### src/rtl/led_pattern_pkg.sv
// Shared constants for the LED pattern generator: mode encodings and the
// direction flag used by the bounce and fill patterns.
package led_pattern_pkg;

  // Pattern select encodings driven on the mode port
  localparam logic [1:0] MODE_ROL    = 2'b00;
  localparam logic [1:0] MODE_ROR    = 2'b01;
  localparam logic [1:0] MODE_BOUNCE = 2'b10;
  localparam logic [1:0] MODE_FILL   = 2'b11;

  // Direction flag: LEFT means moving up (bounce) or growing (fill),
  // RIGHT means moving down (bounce) or shrinking (fill).
  typedef enum logic {
    DIR_LEFT  = 1'b0,
    DIR_RIGHT = 1'b1
  } dir_t;

endpackage

### src/rtl/led_prescaler.sv
// Enable-gated prescaler: produces a one-cycle tick every divisor+1 enabled
// cycles. The >= compare means that lowering divisor below the running count
// fires on the very next enabled cycle instead of wrapping around.
module led_prescaler #(
  parameter int DIV_W = 24
) (
  input  logic             clock,
  input  logic             reset,
  input  logic             enable,
  input  logic             clear,
  input  logic [DIV_W-1:0] divisor,
  output logic             tick
);

  logic [DIV_W-1:0] count;

  // Tick is combinational so the pattern register sees it on the same edge
  // that clears the count.
  assign tick = enable && (count >= divisor);

  // Count enabled cycles; restart on tick, on load (clear) and on reset
  always_ff @(posedge clock) begin
    if (reset || clear) begin
      count <= '0;
    end else if (enable) begin
      if (tick) begin
        count <= '0;
      end else begin
        count <= count + DIV_W'(1);
      end
    end
  end

endmodule

### src/rtl/led_pattern_gen.sv
// LED pattern generator: rotate-left, rotate-right, bounce and fill patterns
// stepped by a prescaled tick. Load replaces the pattern at any time and wins
// over a simultaneous tick; reset wins over everything.
module led_pattern_gen #(
  parameter int WIDTH = 8,
  parameter int DIV_W = 24
) (
  input  logic             clock,
  input  logic             reset,
  input  logic             enable,
  input  logic [1:0]       mode,
  input  logic [DIV_W-1:0] divisor,
  input  logic             load,
  input  logic [WIDTH-1:0] load_value,
  output logic [WIDTH-1:0] diode,
  output logic             step
);

  import led_pattern_pkg::*;

  localparam logic [WIDTH-1:0] PAT_ONE   = WIDTH'(1);
  localparam logic [WIDTH-1:0] PAT_THREE = WIDTH'(3);

  logic             tick;
  logic [WIDTH-1:0] pat_nxt;
  dir_t             dir;
  dir_t             dir_nxt;

  // Rotate one position towards the MSB, wrapping the MSB into bit 0
  function automatic logic [WIDTH-1:0] rol1(input logic [WIDTH-1:0] v);
    return {v[WIDTH-2:0], v[WIDTH-1]};
  endfunction

  // Rotate one position towards the LSB, wrapping bit 0 into the MSB
  function automatic logic [WIDTH-1:0] ror1(input logic [WIDTH-1:0] v);
    return {v[0], v[WIDTH-1:1]};
  endfunction

  led_prescaler #(
    .DIV_W (DIV_W)
  ) u_prescaler (
    .clock   (clock),
    .reset   (reset),
    .enable  (enable),
    .clear   (load),
    .divisor (divisor),
    .tick    (tick)
  );

  // Next pattern and direction for the currently selected mode; only the
  // end bits steer bounce, so multi-bit patterns move as a block.
  always_comb begin
    pat_nxt = diode;
    dir_nxt = dir;
    case (mode)
      MODE_ROL: pat_nxt = rol1(diode);
      MODE_ROR: pat_nxt = ror1(diode);
      MODE_BOUNCE: begin
        if (dir == DIR_LEFT) begin
          if (diode[WIDTH-1]) begin
            pat_nxt = diode >> 1;
            dir_nxt = DIR_RIGHT;
          end else begin
            pat_nxt = diode << 1;
          end
        end else begin
          if (diode[0]) begin
            pat_nxt = diode << 1;
            dir_nxt = DIR_LEFT;
          end else begin
            pat_nxt = diode >> 1;
          end
        end
      end
      default: begin
        if (dir == DIR_LEFT) begin
          if (&diode) begin
            pat_nxt = diode >> 1;
            dir_nxt = DIR_RIGHT;
          end else begin
            pat_nxt = (diode << 1) | PAT_ONE;
          end
        end else begin
          if (diode == PAT_ONE) begin
            pat_nxt = PAT_THREE;
            dir_nxt = DIR_LEFT;
          end else begin
            pat_nxt = diode >> 1;
          end
        end
      end
    endcase
  end

  // Pattern, direction and step registers: reset, then load, then tick
  always_ff @(posedge clock) begin
    if (reset) begin
      diode <= PAT_ONE;
      dir   <= DIR_LEFT;
      step  <= 1'b0;
    end else if (load) begin
      diode <= load_value;
      dir   <= DIR_LEFT;
      step  <= 1'b0;
    end else if (tick) begin
      diode <= pat_nxt;
      dir   <= dir_nxt;
      step  <= 1'b1;
    end else begin
      step  <= 1'b0;
    end
  end

endmodule

### config.mk
export PLATFORM = sky130hd
export DESIGN_NAME = led_pattern_gen
export DESIGN_NICKNAME = d
export VERILOG_FILES = /design/src/rtl/led_pattern_pkg.sv /design/src/rtl/led_prescaler.sv /design/src/rtl/led_pattern_gen.sv
export SDC_FILE = /design/constraint.sdc
export NUM_CORES = 1
export LEC_CHECK = 0
export CAP_MARGIN = 20
export CORE_MARGIN = 4
export CORE_UTILIZATION = 45
export CTS_CLUSTER_SIZE = 24
export DETAILED_ROUTE_END_ITERATION = 6
export GPL_TIMING_DRIVEN = 0
export HOLD_SLACK_MARGIN = 0.02
export PLACE_DENSITY = 0.71
export SETUP_SLACK_MARGIN = 0.2
export SLEW_MARGIN = 20
export SYNTH_ARGS = -nofsm -noshare
export SYNTH_HDL_FRONTEND = slang
export SYNTH_SLANG_ARGS = --single-unit
### constraint.sdc
create_clock -name clock -period 3.5 [get_ports clock]
set_clock_uncertainty 0.1 [all_clocks]
set_input_delay 0.7 -clock clock [delete_from_list [all_inputs] [get_ports clock]]
set_output_delay 0.7 -clock clock [all_outputs]
set_load 0.03 [all_outputs]
**Word-level counts from Yosys, hierarchy flattened**

Index checks and enable logic that the tools add are counted.

- Add/subtract/negate cells: 1
- Reductions and logical operators: 8
- Multiplexer cells: 18
- Order comparisons: 1
- Eq/ne operators: 3
- Bitwise operators: 1

Operators with widths:

| cell | number |
|---|---|
| $mux 8 | 7 |
| $add 24x1->24 const B | 1 |
| $ge 24x24->1 | 1 |
| $mux 24 | 1 |
| $pmux 8 s3 | 1 |
| $eq 8x1->1 const B | 1 |
| $reduce_and 8->1 | 1 |
| $mux 1 | 7 |
| $mux 7 | 1 |
| $reduce_or 2->1 | 2 |
| $eq 2x1->1 const B | 1 |
| $eq 2x2->1 const B | 1 |
| $logic_not 2->1 | 1 |
| $pmux 1 s2 | 1 |
| $reduce_and 2->1 | 1 |
| $reduce_bool 2->1 | 1 |
| $logic_and 1x1->1 | 1 |
| $logic_or 1x1->1 | 1 |
| $not 1->1 | 1 |

- Word-level logic and storage cells: 36
- Register bits after elaboration: 34
- Output and inout port bits: 9

**Longest topological paths before layout**

Gate-level depths: netlist of the first run.

- Word-level depth: 6
- Mapped depth: 10
- Mapped depth without buffers: 9

**By module**

From an unflattened synthesis of the first run, not the netlist that was laid out.

- Cell total of the unflattened synthesis: 316
- Area, all modules: 2516.2 µm²

By module, submodules not included:

| module | instances | area each (µm²) | cells an instance |
|---|---|---|---|
| led_prescaler | 1 | 1731.7 | 215 |
| led_pattern_gen | 1 | 784.5 | 101 |

**Least setup slack after synthesis of the first run**

No wires, ideal clock.

- Path kind: input port to flip-flop
- Start: input divisor[22]
- End: register diode[3]
- Required time: 3.325 ns
- Stages on the path: 9
- Buffers on the path: 1
- Slack: 0.817 ns
- Data arrival time: 2.508 ns
- Cells stage by stage: inv_1 > ha_1 > nand4_1 > nor4_1 > nor3b_2 > nor2_1 > buf_2 > or3_1 > a31oi_1

- Cells in the longest elaborated chain, start to end: 3

RTL lines:

| element | RTL line | source |
|---|---|---|
| from (decl) | led_pattern_gen.sv:12 | `input logic [DIV_W-1:0] divisor,` |
| $ge 24x24->1 | led_prescaler.sv:19 | `assign tick = enable && (count >= divisor);` |
| $logic_and 1x1->1 | led_prescaler.sv:19 |  |
| $reduce_bool 2->1 (no line) | n/a |  |
| to (signal assigned) | led_pattern_gen.sv:102 | `diode <= load_value;` |
| to (signal assigned) | led_pattern_gen.sv:106 | `diode <= pat_nxt;` |
| to (decl) | led_pattern_gen.sv:15 | `output logic [WIDTH-1:0] diode,` |

No other way between the ends.
A chain may end at the register's enable or synchronous reset.

**Worst setup path in the final report of the first run**

Same ends and word-level chain as after synthesis.

==> results of run 1 <==
power groups by stage:
| stage | registers, mW | logic, mW | clock network [mW] |
|---|---|---|---|
| 2_1_floorplan | 0.421 | 0.0756 | 0 |
| 3_3_place_gp | 0.412 | 0.155 | 0 |
| 3_5_place_dp | 0.413 | 0.158 | 0 |
| 4_1_cts | 0.404 | 0.159 | 0.281 |
| 5_1_grt | 0.405 | 0.175 | 0.293 |
| 6_report | 0.404 | 0.160 | 0.271 |
worst paths after layout:
kind / slack, ns / depth (start not counted) / endpoint / startpoint
worst min-delay path: 0.42 / 2 / u_prescaler.count[1] / u_prescaler.count[1]
worst min register to register: 0.42 / 2 / u_prescaler.count[1] / u_prescaler.count[1]
worst max-delay path: 0.38 / 10 / diode[3] / divisor[22]
worst max register to register: 0.94 / 8 / diode[3] / u_prescaler.count[22]
tightest hold or removal path, stage by stage (launching register included):
cell     delay, ns
dfxtp_1       0.34
nand2_1       0.08
a21oi_1       0.05
Yosys cell counts:
| library cell | count |
|---|---|
| or3_1 | 4 |
| or4_1 | 2 |
| nand3_1 | 15 |
| a21o_1 | 1 |
| a21oi_1 | 25 |
| inv_1 | 31 |
| xnor2_1 | 5 |
| or4_4 | 1 |
| nand4_1 | 7 |
| a21oi_2 | 1 |
| o21ai_1 | 2 |
| buf_1 | 2 |
| o211ai_1 | 1 |
| o21ai_0 | 9 |
| nor2_1 | 35 |
| nor3b_2 | 1 |
| a211oi_1 | 1 |
| and3_1 | 9 |
| mux2i_1 | 8 |
| nor3_1 | 7 |
| a221oi_1 | 2 |
| o32ai_2 | 1 |
| nor4_1 | 1 |
| xor2_1 | 15 |
| a22oi_1 | 1 |
| dfxtp_1 | 34 |
| nand2_1 | 26 |
| or2_2 | 2 |
| o22a_1 | 1 |
| a2111oi_2 | 1 |
| o31ai_1 | 2 |
| nor2b_1 | 3 |
| nand2b_1 | 3 |
| buf_2 | 3 |
| o21ai_4 | 1 |
| o22ai_1 | 1 |
| and4_1 | 1 |
| o32ai_1 | 1 |
| clkbuf_1 | 8 |
| nand3b_1 | 5 |
| ha_1 | 25 |
| mux4_2 | 1 |
| a31oi_1 | 5 |
| nor3b_1 | 5 |
cell type report:
class / instances / share of cell area, %
plain buffers: 13 / 1.79
multi-input cells: 237 / 52.2
flip-flops and latches: 34 / 22.2
repair buffers: 45 / 14.7
well taps: 70 / 2.85
clock buffers: 7 / 2.49
inverters: 31 / 3.79
state kept, by name (all words and copies together), names as in the netlist:
name and flops:
step 1, dir 1, u_prescaler.count 24, diode 8
stage by stage:
step           util, %  instance area [µm²]  hold WS, ns  instances  TNS [ns]
6_report          59.4                 3070        0.415        437         0
5_1_grt           59.4                 3070        0.424        437         0
4_1_cts           59.0                 3050        0.416        437         0
3_5_place_dp      57.5                 2980        0.406        430     -2.63
3_3_place_gp      57.5                 2980        0.391        430     -2.38
2_1_floorplan        -                 2440        0.375        315         0
per-layer routing:
| layer | wire, µm | up-vias |
|---|---|---|
| li1 | - | 1200 |
| met2 | 2690 | 40 |
| met1 | 2750 | 1070 |
| met3 | 225 | 6 |
| met5 | 0 | - |
| met4 | 77 | 0 |
kinds of logic (layout without fill, tap and decap cells):
kind of cell             after synthesis  in the layout  share of synthesized area, %
AND/OR/NAND/NOR                      127            127                          26.4
AO/OA/AOI/OAI                         56             56                          14.5
buffers and inverters                 44             96                          6.93
flip-flops                            34             34                          27.9
adder cells (fa/ha/maj)               25             25                          12.8
XOR/XNOR                              20             20                          7.19
multiplexers                           9              9                          4.21
repair_timing:
action / 4_1_cts / 5_1_grt
endpoints found under the setup margin: 20 / 23
hold buffers: 0 / 0
gates resized for setup: 2 / 3
cloned: 0 / 0
==> metrics.txt, run 1 <==
outcome=complete, no violations; GRT busiest layer=met2; library cells used by synthesis=44; Max-slew headroom=between 60% and 70%; Max clock buf depth=2; fillcell total=between 400 and 500; multi-input combinational cell area=about 1600 µm²; Top-Level Pins=47; Synth area leader=dfxtp_1; crit end category=flip-flop; Area Overhead vs Synth=26.0%; Port Buffer Count=between 40 and 50; Yosys Warn Count=0; final setup margin=0.378 ns; Worst Path Max Fanout=10; Initial Util=a little under half; most frequent cells in the layout=clkdlybuf4s50_1, nor2_1, dfxtp_1; Post-DRT Antenna Nets=0; row count=26; Worst-path clk slew=0.07 ns; Avg Inst Size Synth=7.74 µm²; Synth Instances=315; Total GRT Usage=18.5%; via density per instance=~5.3; met1 global-route usage=between 20% and 30%; CP Buf/Inv Count=3; Comb pwr share=19.1%; CP delay by family, top=simple AND/OR/NAND/NOR gates; largest cells by area after synthesis=dfxtp_1, ha_1, nor2_1; clock sinks=34; largest net degree at the start of global routing=11; nets=430; period utilization=89.2%; RSZ-0062 raised after global routing=no; WP data required=3.61 ns; ANT cells=0; sequential element share of the synthesized area=27.9%; Die Width=81.6 µm; RePlAce Congestion=between 0.8 and 0.9; slowest cell delay on critical path=0.45 ns; CTS root buffer=clkbuf_8; HP Class=reg2reg; CP Launch Type=input port; Least-Margin Pin Slew=approximately 0.54 ns; Static Leak=1.31 nW; final wirelength=approximately 5.7 mm; vias in the first global route=2,163; switching share of total power=about a quarter; CP Cell Sequence=clkdlybuf4s50_1, inv_1, ha_1, nand4_1, nor4_2, nor3b_4, nor2_1, buf_2, or3_1, a31oi_1; storage element area=681 µm²; postcts setup bufs=0; Synth Register Bits=34; total of max-cap violations=0; switching pwr=~0.22 mW; First-pass DRT Iterations=4; initial antenna violation count=0; CTS tree=done; sequential share of power=48.4%; Worst-Skew Late Latency=approximately 0.28 ns; Syn Nets=378; fraction of layout cells with a size suffix above 1=5.72%; Worst EP arrival=3.23 ns; Final min period=3.12 ns; Mapped Area=2440 µm²; Placement Setup Slack=-0.143 ns; final-report hold violation count=0; fmax=320 MHz; final setup violation count=0; Iter 0 DRT Violations=190; die height=around 82 µm; commonest non-fill, non-tap cell in the layout=clkdlybuf4s50_1; peak supply drop=between 0.1 and 0.15 mV; H-Tree Depth=2; M2 GR Usage=a little under a third; Pwr Total=0.835 mW; fin. max-slew vios=0; drt drc=0; routed len/inst=13.1 µm; global-route wire length before repair=9.67 mm; clock buffer count from CTS=5; Detailed Place HPWL=approximately 4.4 mm; Pwr per Cell Area=272 nW/µm²; Yosys top cell area share=27.9%; critical path's slowest cell=clkdlybuf4s50_1; Core ar.=5170 µm²; Clk network pwr share=32.5%; grt total ovfl=0; die area=about 6700 µm²; GR Layer Usage met3=3.18%; Pint=0.613 mW; Vias=between 2k and 2.5k; Crit Path Category=in2reg
Note: power is estimated with default switching activity, not from simulation.
==> inputs of run 2 (changes only) <==
--- a/config.mk
+++ b/config.mk
@@ -8,7 +8,7 @@
 export CAP_MARGIN = 20
 export CORE_MARGIN = 4
 export CORE_UTILIZATION = 45
-export CTS_CLUSTER_SIZE = 24
+export CTS_CLUSTER_SIZE = 28
 export DETAILED_ROUTE_END_ITERATION = 6
 export GPL_TIMING_DRIVEN = 0
 export HOLD_SLACK_MARGIN = 0.02
==> results of run 2 <==
The final DEF is identical to that of run 1; final timing and power are the same.
==> inputs of run 3 (changes only) <==
--- a/config.mk
+++ b/config.mk
@@ -13,7 +13,7 @@
 export GPL_TIMING_DRIVEN = 0
 export HOLD_SLACK_MARGIN = 0.02
 export PLACE_DENSITY = 0.71
-export SETUP_SLACK_MARGIN = 0.2
+export SETUP_SLACK_MARGIN = 0.15
 export SLEW_MARGIN = 20
 export SYNTH_ARGS = -nofsm -noshare
 export SYNTH_HDL_FRONTEND = slang
==> run 3 against run 2 <==
Effect of this change:
- non-clock buffer count stayed put
- routed wire length fell by 0.28%
- critical endpoint is now diode[4]
- critical path type unchanged
- via count is 0.52% lower
- clock power is essentially flat
- critical path depth unchanged
- combinational power hardly changed
- sequential power hardly changed
- design area down 0.20%
==> metrics.txt, run 3 (same netlist as run 1, synthesis figures left out) <==
drt drc=0; Detailed Place HPWL=4.43 mm; crit end category=flip-flop; fraction of layout cells with a size suffix above 1=5.72%; hold buffer count at cts=0; row count=26; final-report hold violation count=0; Initial Util=roughly 47%; postcts setup bufs=0; RePlAce Congestion=0.851; Vias=2,304; Max clock buf depth=2; First-pass DRT Iterations=4; fin util=59.2%; Worst Path Max Fanout=10; HP Class=reg2reg; initial antenna violation count=0; outcome=complete, no violations; WP data required=3.61 ns; die area=6660 µm²; CP Launch Type=input port; global-route wire length before repair=9.67 mm; worst reg2reg setup slack=~0.90 ns; Worst EP arrival=3.27 ns; Die Width=81.6 µm; Regs by FF count=u_prescaler.count: 24 flops, diode: 8 flops; Area Overhead vs Synth=25.7%; Largest register FFs=24; Pwr per Cell Area=273 nW/µm²; die height=81.6 µm; Core ar.=5170 µm²; fillcell total=roughly 490; area post-placement=2980 µm²; Final min period=3.16 ns; nets=430; design area=3060 µm²; Top-Level Pins=between 40 and 50; Least-Margin Pin Slew=0.534 ns; vias in the first global route=2,163; final setup violation count=0; Iter 0 DRT Violations=173; final wirelength=5.73 mm; RSZ-0062 raised after global routing=no; Placement Setup Slack=-0.143 ns; grt total ovfl=0; Total GRT Usage=18.5%; fin. max-slew vios=0; Max-slew headroom=between 60% and 70%; total of max-cap violations=0; fmax=316 MHz; ANT cells=0; clock sinks=34; Hold WS=roughly 0.42 ns; CTS tree=done; period utilization=90.4%; Post-DRT Antenna Nets=0; final setup margin=0.338 ns; Port Buffer Count=45; CTS root buffer=clkbuf_8; Static Leak=between 1 and 1.5 nW; routed len/inst=about 13 µm; Worst-Skew Late Latency=0.29 ns; via density per instance=approximately 5.3; peak supply drop=0.128 mV; Worst-path clk slew=0.07 ns; most frequent cells in the layout=clkdlybuf4s50_1, nor2_1, dfxtp_1; largest net degree at the start of global routing=11; clock buffer count from CTS=5; Crit Path Category=in2reg; Post-Layout Cell Count=around 440; commonest non-fill, non-tap cell in the layout=clkdlybuf4s50_1; H-Tree Depth=2; Reg with most FFs=u_prescaler.count; placed cells=430
## run 3: cell types whose count changed in the layout (fill, tap and decap cells not counted)
cell,change
nor3b_2,+1
nor3b_4,-1
## run 3: worst paths after layout
kind,start,endpoint,cells past startpoint
worst min-delay path,u_prescaler.count[1],u_prescaler.count[1],2
worst min register to register,u_prescaler.count[1],u_prescaler.count[1],2
worst max-delay path,divisor[22],diode[4],10
worst max register to register,u_prescaler.count[22],diode[4],8
## run 3: routing by layer
metal / part of all wire [%] / vias up / GRT usage [%] / routed length [µm]
li1: - / 1201 / - / -
met1: 48 / 1047 / 23.8 / 2740
met2: 47 / 50 / 30.3 / 2680
met3: 4.1 / 6 / 3.18 / 236
met4: 1.3 / 0 / 7.81 / 77
met5: 0 / - / 0 / 0
## run 3: what timing repair did
| item | CTS | global route |
|---|---|---|
| gates resized for setup | 1 | 4 |
| pin swaps | 0 | 0 |
| setup endpoints to repair | 1 | 23 |
## run 3: metrics by stage
stage	TNS, ns	power [mW]
floorplan	0	0.496
global placement	-2.38	0.568
detailed placement	-2.63	0.571
CTS	0	0.844
global route	0	0.873
finish	0	0.836
## run 3: cell type report
type | instances | area, µm² | area share [%]
clock buffers | 7 | 76.3 | 2.49
well taps | 70 | 87.6 | 2.86
multi-input cells | 237 | 1600 | 52.1
repair buffers | 45 | 450 | 14.7
flip-flops and latches | 34 | 681 | 22.2
plain buffers | 13 | 55.1 | 1.80
inverters | 31 | 116 | 3.80
## run 3: critical path, cell delays in order
cell and delay [ns]:
clkdlybuf4s50_1 0.45, inv_1 0.04, ha_1 0.31, nand4_1 0.15, nor4_2 0.39, nor3b_2 0.43, nor2_1 0.09, buf_2 0.19
or3_1 0.39, a31oi_1 0.14
## run 3: where the power goes
| group | internal (mW) | switching (mW) | leakage (nW) |
|---|---|---|---|
| Combinational | 0.0830 | 0.0764 | 0.978 |
| Clock | 0.137 | 0.135 | 0.0383 |
| Sequential | 0.394 | 0.0105 | 0.276 |
| Total | 0.613 | 0.222 | 1.29 |
